**config.mk**
```make
export PLATFORM = sky130hd
export DESIGN_NAME = updown_mod_counter
export DESIGN_NICKNAME = d
export VERILOG_FILES = /design/src/rtl/updown_mod_counter.sv
export SDC_FILE = /design/constraint.sdc
export NUM_CORES = 1
export LEC_CHECK = 0
export CORE_AREA = 2 2 74 76
export DETAILED_ROUTE_END_ITERATION = 10
export DIE_AREA = 0 0 76 78
export GPL_TIMING_DRIVEN = 1
export PLACE_DENSITY = 0.69
export SKIP_CTS_REPAIR_TIMING = 1
export SLEW_MARGIN = 20
export SYNTH_ARGS = -nofsm -noshare
export SYNTH_HDL_FRONTEND = slang
export SYNTH_SLANG_ARGS = --single-unit
export TNS_END_PERCENT = 5
```
**constraint.sdc**
```tcl
create_clock -name clk -period 2.36 [get_ports clk]
set_input_delay 0.472 -clock clk [delete_from_list [all_inputs] [get_ports clk]]
set_output_delay 0.472 -clock clk [all_outputs]
set_load 0.01 [all_outputs]
```
**src/rtl/updown_mod_counter.sv**
```systemverilog
// Parametrised up/down modulo counter with load, wrap/saturate modes, enable prescaler,
// terminal-count pulse, sticky overflow flag and zero-gated output.
module updown_mod_counter #(
  parameter int unsigned WIDTH   = 8,
  parameter int unsigned PRESC_W = 8
) (
  input  logic               clk,
  input  logic               rst_n,
  input  logic               load,
  input  logic [WIDTH-1:0]   load_val,
  input  logic               en,
  input  logic               dir,
  input  logic               mode,
  input  logic [WIDTH-1:0]   limit,
  input  logic [PRESC_W-1:0] presc_div,
  input  logic               oe,
  input  logic               clr_ovf,
  output logic [WIDTH-1:0]   count_out,
  output logic               tc,
  output logic               ovf
);

  logic [WIDTH-1:0]   count;
  logic [WIDTH-1:0]   count_nxt;
  logic [PRESC_W-1:0] pcnt;
  logic [PRESC_W-1:0] pcnt_nxt;
  logic               tc_nxt;
  logic               ovf_nxt;
  logic               tick_c;
  logic               at_bound_c;
  logic               boundary_c;
  logic [WIDTH-1:0]   load_clamp_c;

  // Tick qualification and boundary detection in the current direction
  always_comb begin
    tick_c       = en && (pcnt == presc_div);
    load_clamp_c = (load_val > limit) ? limit : load_val;
    at_bound_c   = dir ? (count >= limit) : (count == '0);
    boundary_c   = tick_c && !load && at_bound_c;
  end

  // Next-state: load > tick > hold; pcnt wraps naturally if presc_div drops below it
  always_comb begin
    count_nxt = count;
    pcnt_nxt  = pcnt;
    tc_nxt    = 1'b0;
    ovf_nxt   = ovf;

    if (load) begin
      count_nxt = load_clamp_c;
      pcnt_nxt  = '0;
    end else begin
      if (en) begin
        pcnt_nxt = tick_c ? '0 : pcnt + PRESC_W'(1);
      end
      if (tick_c) begin
        if (dir) begin
          if (!at_bound_c) begin
            count_nxt = count + WIDTH'(1);
          end else if (!mode) begin
            count_nxt = '0;
          end
        end else begin
          if (!at_bound_c) begin
            count_nxt = count - WIDTH'(1);
          end else if (!mode) begin
            count_nxt = limit;
          end
        end
      end
    end

    tc_nxt = boundary_c;
    if (clr_ovf) begin
      ovf_nxt = 1'b0;
    end
    if (boundary_c) begin
      ovf_nxt = 1'b1;
    end
  end

  always_ff @(posedge clk or negedge rst_n) begin
    if (!rst_n) begin
      count <= '0;
      pcnt  <= '0;
      tc    <= 1'b0;
      ovf   <= 1'b0;
    end else begin
      count <= count_nxt;
      pcnt  <= pcnt_nxt;
      tc    <= tc_nxt;
      ovf   <= ovf_nxt;
    end
  end

  // Output enable only gates the visible count, never the counting itself
  assign count_out = oe ? count : '0;

endmodule

```
==> summary.txt, run 1 <==
Clk buf depth - 2
Highest-count cells in the layout ignoring fill and taps - 54 x buf_4, 27 x clkdlybuf4s50_1, 18 x dfrtp_1
Post-DR wirelength/cell - 17.00 um
Reg2reg setup slack - 70 ps
CP startpoint kind - register
Chip height - 78 um
Worst path required time - 2500 ps
H-tree Lvls - 1
Clock sinks - 18
Post-synthesis sequential area ratio - 22.64%
Final Hold Fails - 0
Util after Layout - 63.60%
1st-pass router iterations - 5
Ports - 42
Synth Cell Area - 1989 um2
Antenna violations before repair - 0
Outcome - finished clean
Seq cells post-synth - 18
Worst VDD drop - 336.5 uV
CP endpoint kind - register
Hold Path Class - reg2reg
Max Slew Vio Count - 0
Via count - 2,307
ANT cells - 0
Post-layout min period - 2292 ps
DRT antenna net count - 0
Leak Pwr - 0.001441 uW
CTS buffer count - 3
Worst R2R Path Depth - 6
Mean Syn Cell Area - 8.120 um2
FP Rows - 26
FILL cells - 415
WS Path Type - reg2reg
Die Span X - 76 um
Power Density - 519.5 nW/um2
Ys Warns - 0
Core Area - 5042 um2
Vias in the first global route - 2,172
Clk Latency, worst-skew pair - 260 ps
Max Clk Rate - 436.3 MHz
Most used DFF post-synth - dfrtp_1
Clock transition at the registers of the reported paths - 70 ps
Total GRT Usage - 20.97%
Overflow after GRT - 0
TritonCTS clock tree - done
Wire length of the first global-routing pass - 10.27 mm
Port buffer count - 41
Initial Utilization - 39.45%
Final worst path period share - 97.12%
Final WL - 6.836 mm
Final HPWL DP - 4.887 mm
Die Area - 5928 um2
Critical path arrival - 2430 ps
WHS Path Cells - 1
Layout cells sized above 1 - 32.83%
Clock root buffer master - clkbuf_8
FF+latch area - 450.4 um2
Final setup violating endpoints - 0
Netlist cell types - 51
Area grow syn2layout - 61.20%
Async set-reset flop share out of synthesis - 100.0%
Routability cong. - 0.9076
Fin nets - 384
Setup Skew - 6.058 ps
Routed vias/inst - 5.739
Initial DRC Count - 205
Max Cap Viol - 0
Slew margin rel. - 64.89%
Post-synth EDFFs - 0
Worst-Margin Slew - 524.7 ps
Mapped Cells - 245
Largest net degree at the start of global routing - 19
DRC viols - 0
Crit path max fanout - 8
Multi-input combinational cell area - 1688 um2
Power after layout - 1666 uW
Commonest non-fill, non-tap cell in the layout - buf_4
Syn Nets - 296
state kept, by name, summed over array words and instances (netlist names):
| signal | count |
|---|---|
| count | 8 |
| ovf | 1 |
| pcnt | 8 |
| tc | 1 |
synth_stat cells, drive strengths merged (6+ instances only):
cell type  number  area, um2
clkbuf          8      30.03
and2           10      62.56
and3            6      37.54
dfrtp          18      450.4
ha             19      237.7
xor2            7      61.31
xnor2          10      87.58
nand3           7      35.03
nor2           16      62.56
a21oi          15      75.07
o31ai           6      50.05
inv            19      71.32
nand2          14      52.55
o21ai          17      88.84
o211ai          6      45.04
worst max-delay path, stage by stage, from the launching register on:
cell,delay [ps]
dfrtp_1,470
or4_4,570
or4_4,520
nor2_2,180
a211oi_4,70
a211oi_4,260
o31ai_4,100
cells by family after synthesis:
family | share of synthesized area [%]
buffers and inverters | 6.792
muxes | 1.698
adders and majority gates | 11.95
and+or+nand+nor | 21.01
AOI/OAI and AO/OA | 28.43
DFF | 22.64
xor gates and xnor gates | 7.484
path summary, 6_finish.rpt:
path	endpoint	start
worst min register to register	ovf	ovf
max in group asynchronous	count[6]	rst_n
worst max-delay path	count[1]	count[2]
min in group asynchronous	count[1]	rst_n
worst min-delay path	ovf	ovf
worst max register to register	count[1]	count[2]
metal layers:
layer  routed length, um  up-vias  GRT usage, %
met5                   0        -             0
met2                3486      121         38.39
met3                 462       14         3.837
met4                 135        0         3.455
li1                    -     1089             -
met1                2752     1083         26.11
where the power goes:
group	switching (uW)	internal, uW
Combinational	516	498
Sequential	49.5	347
Clock	106	148
Total	672	994
per-stage QoR:
stage	hold WS (ps)	std cells	area [um2]	worst slack (ps)	TNS (ps)
2_1_floorplan	176.4	245	1989	60.08	0
3_3_place_gp	463.3	394	2806	-586.7	-5305
3_5_place_dp	476.2	394	2806	-641.6	-5816
4_1_cts	497.8	398	2861	-364.5	-3140
5_1_grt	524.1	402	3207	-39.63	-63.30
6_report	497.5	402	3207	68.05	0
layout make-up:
| type | count | area share (%) |
|---|---|---|
| Multi-Input combinational cell | 195 | 52.63 |
| Timing Repair Buffer | 96 | 26.65 |
| Sequential cell | 18 | 14.05 |
| Tap cell | 70 | 2.731 |
| Inverter | 19 | 2.224 |
| Clock buffer | 4 | 1.717 |
No activity file was read; power rests on OpenSTA's default activity.
==> run 2: changes to the inputs <==
--- a/config.mk
+++ b/config.mk
@@ -10,6 +10,7 @@
 export DIE_AREA = 0 0 76 78
 export GPL_TIMING_DRIVEN = 1
 export PLACE_DENSITY = 0.69
+export RECOVER_POWER = 50
 export SKIP_CTS_REPAIR_TIMING = 1
 export SLEW_MARGIN = 20
 export SYNTH_ARGS = -nofsm -noshare
==> run 2 against run 1 <==
Register-to-register slack hardly changed. Fmax about the same. Core utilization down 0.22 points. Die area did not move. Count of clock-buffer cells in the layout unchanged. Global-route usage unchanged. Sequential share of layout area barely moved. Flip-flop and latch count is the same. Clock power hardly changed. Sequential power hardly changed. Worst setup slack better by 2.0 ps. Final area fell by 0.35%.
==> summary.txt, run 2 (synthesis results as in run 1) <==
Outcome - finished clean (unchanged)
Routed vias/inst - 5.759 (was 5.739)
Initial DRC Count - 208 (was 205)
FILL cells - 414 (was 415)
Max Slew Vio Count - 0 (unchanged)
Vias in the first global route - 2,172 (unchanged)
H-tree Lvls - 1 (unchanged)
Routability cong. - 0.9076 (unchanged)
1st-pass router iterations - 5 (unchanged)
Worst-Margin Slew - 1065 ps (was 524.7 ps)
Switching share of power - 40.36% (about the same)
WS Path Type - reg2reg (unchanged)
Area grow syn2layout - 60.63% (was 61.20%)
CP startpoint kind - register (unchanged)
Chip height - 78 um (unchanged)
Post-Place Cells - 394 (unchanged)
Setup Skew - 5.916 ps (was 6.058 ps)
Die Area - 5928 um2 (unchanged)
Clock transition at the registers of the reported paths - 70 ps (about the same)
Reg-to-reg startpoint - count[1] (was count[2])
Leak Pwr - 0.001437 uW (was 0.001441 uW)
Hold Path Class - reg2reg (unchanged)
Combinational cell fraction of total power - 60.8% (was 60.9%)
Fin nets - 384 (unchanged)
Post-Layout Cell Count - 402 (unchanged)
Commonest non-fill, non-tap cell in the layout - buf_4 (unchanged)
Final Hold Fails - 0 (unchanged)
Via count - 2,315 (was 2,307)
Net Sw Power - 671.0 uW (was 672.3 uW)
Port buffer count - 41 (unchanged)
Worst VDD drop - 335.6 uV (was 336.5 uV)
Post-DR wirelength/cell - 17.01 um (was 17.00 um)
Die Span X - 76 um (unchanged)
CTS buffer count - 3 (unchanged)
Clock sinks - 18 (unchanged)
Final worst hold slack - 492.2 ps (was 497.5 ps)
Reg-to-reg endpoint - count[1] (unchanged)
Sequential fraction of design power - 23.8% (about the same)
Antenna violations before repair - 0 (unchanged)
Slew margin rel. - 29.00% (was 64.89%)
Overflow after GRT - 0 (unchanged)
Largest net degree at the start of global routing - 19 (unchanged)
End point of the critical path - count[1] (unchanged)
Post-layout min period - 2290 ps (was 2292 ps)
TritonCTS clock tree - done (unchanged)
Highest-count cells in the layout ignoring fill and taps - 51 x buf_4, 24 x clkdlybuf4s50_1, 18 x dfrtp_1 (was 54 x buf_4, 27 x clkdlybuf4s50_1, 18 x dfrtp_1)
Total GRT Usage - 20.97% (unchanged)
Clk Latency, worst-skew pair - 260 ps (about the same)
Hold Crit Start - ovf (unchanged)
Layout cells sized above 1 - 31.93% (was 32.83%)
Final setup violating endpoints - 0 (unchanged)
Max Cap Viol - 0 (unchanged)
Clk buf depth - 2 (unchanged)
Final worst path period share - 97.03% (was 97.12%)
Power Density - 520.3 nW/um2 (was 519.5 nW/um2)
Initial Utilization - 39.45% (unchanged)
DRT antenna net count - 0 (unchanged)
Clock root buffer master - clkbuf_8 (unchanged)
Final WL - 6.838 mm (was 6.836 mm)
Worst R2R Path Depth - 9 (was 6)
Worst path required time - 2500 ps (about the same)
Ports - 42 (unchanged)
Critical path arrival - 2430 ps (about the same)
Wire length of the first global-routing pass - 10.27 mm (unchanged)
Crit path max fanout - 8 (unchanged)
ANT cells - 0 (unchanged)
Core Area - 5042 um2 (unchanged)
Worst setup path start - count[1] (was count[2])
Biggest regs - count (8), pcnt (8) (unchanged)
CP endpoint kind - register (unchanged)
Reg2reg setup slack - 70 ps (about the same)
Internal Power - 991.6 uW (was 993.5 uW)
Max Clk Rate - 436.7 MHz (was 436.3 MHz)
DRC viols - 0 (unchanged)
Final HPWL DP - 4.887 mm (unchanged)
Clock network power share - 15.3% (about the same)
FP Rows - 26 (unchanged)
==> run 2: worst max-delay path, stage by stage (launching register included) <==
cell	delay [ps]
dfrtp_1	400
buf_4	170
inv_1	60
ha_1	240
nand2b_1	110
or4_4	580
nor2_2	180
a211oi_4	70
a211oi_4	260
o31ai_4	100
==> run 2: per-layer routing <==
layer / part of all wire, % / GRT usage (%) / vias to the layer above / routed length [um]
met5: 0 / 0 / - / 0
met4: 2.1 / 3.455 / 0 / 144
met3: 6.0 / 3.837 / 19 / 409
met2: 51 / 38.39 / 109 / 3467
met1: 41 / 26.11 / 1098 / 2816
li1: - / - / 1089 / -
==> run 2: worst min-delay path by stage <==
stage / to / slack (ps) / cells after the start
finish: ovf / 490 / 1
global route: ovf / 520 / 1
CTS: ovf / 500 / 1
detailed placement: ovf / 480 / 1
global placement: ovf / 460 / 1
floorplan: count[0] / 180 / 0
==> run 2: power groups by stage <==
stage,clock [uW],combinational [uW],sequential (uW)
floorplan,0,460,383
global placement,0,800,393
detailed placement,0,811,393
CTS,265,816,387
global route,277,1090,398
finish,255,1010,396
==> run 2: layout make-up <==
| class | instances | area (um2) | area share [%] |
|---|---|---|---|
| inverters | 19 | 71.32 | 2.232 |
| well taps | 70 | 87.58 | 2.741 |
| flip-flops and latches | 18 | 450.4 | 14.10 |
| multi-input cells | 195 | 1688 | 52.82 |
| clock buffers | 4 | 55.05 | 1.723 |
| repair buffers | 96 | 843.3 | 26.39 |
==> run 2: through the flow <==
stage	util [%]	area (um2)	worst slack (ps)	setup TNS (ps)	total power (uW)
global route	63.37	3196	-39.63	-63.30	1767
CTS	56.75	2861	-364.5	-3140	1468
global placement	55.66	2806	-586.7	-5305	1193
finish	63.37	3196	70.10	0	1663
floorplan	-	1989	60.08	0	842.5
detailed placement	55.66	2806	-641.6	-5816	1204
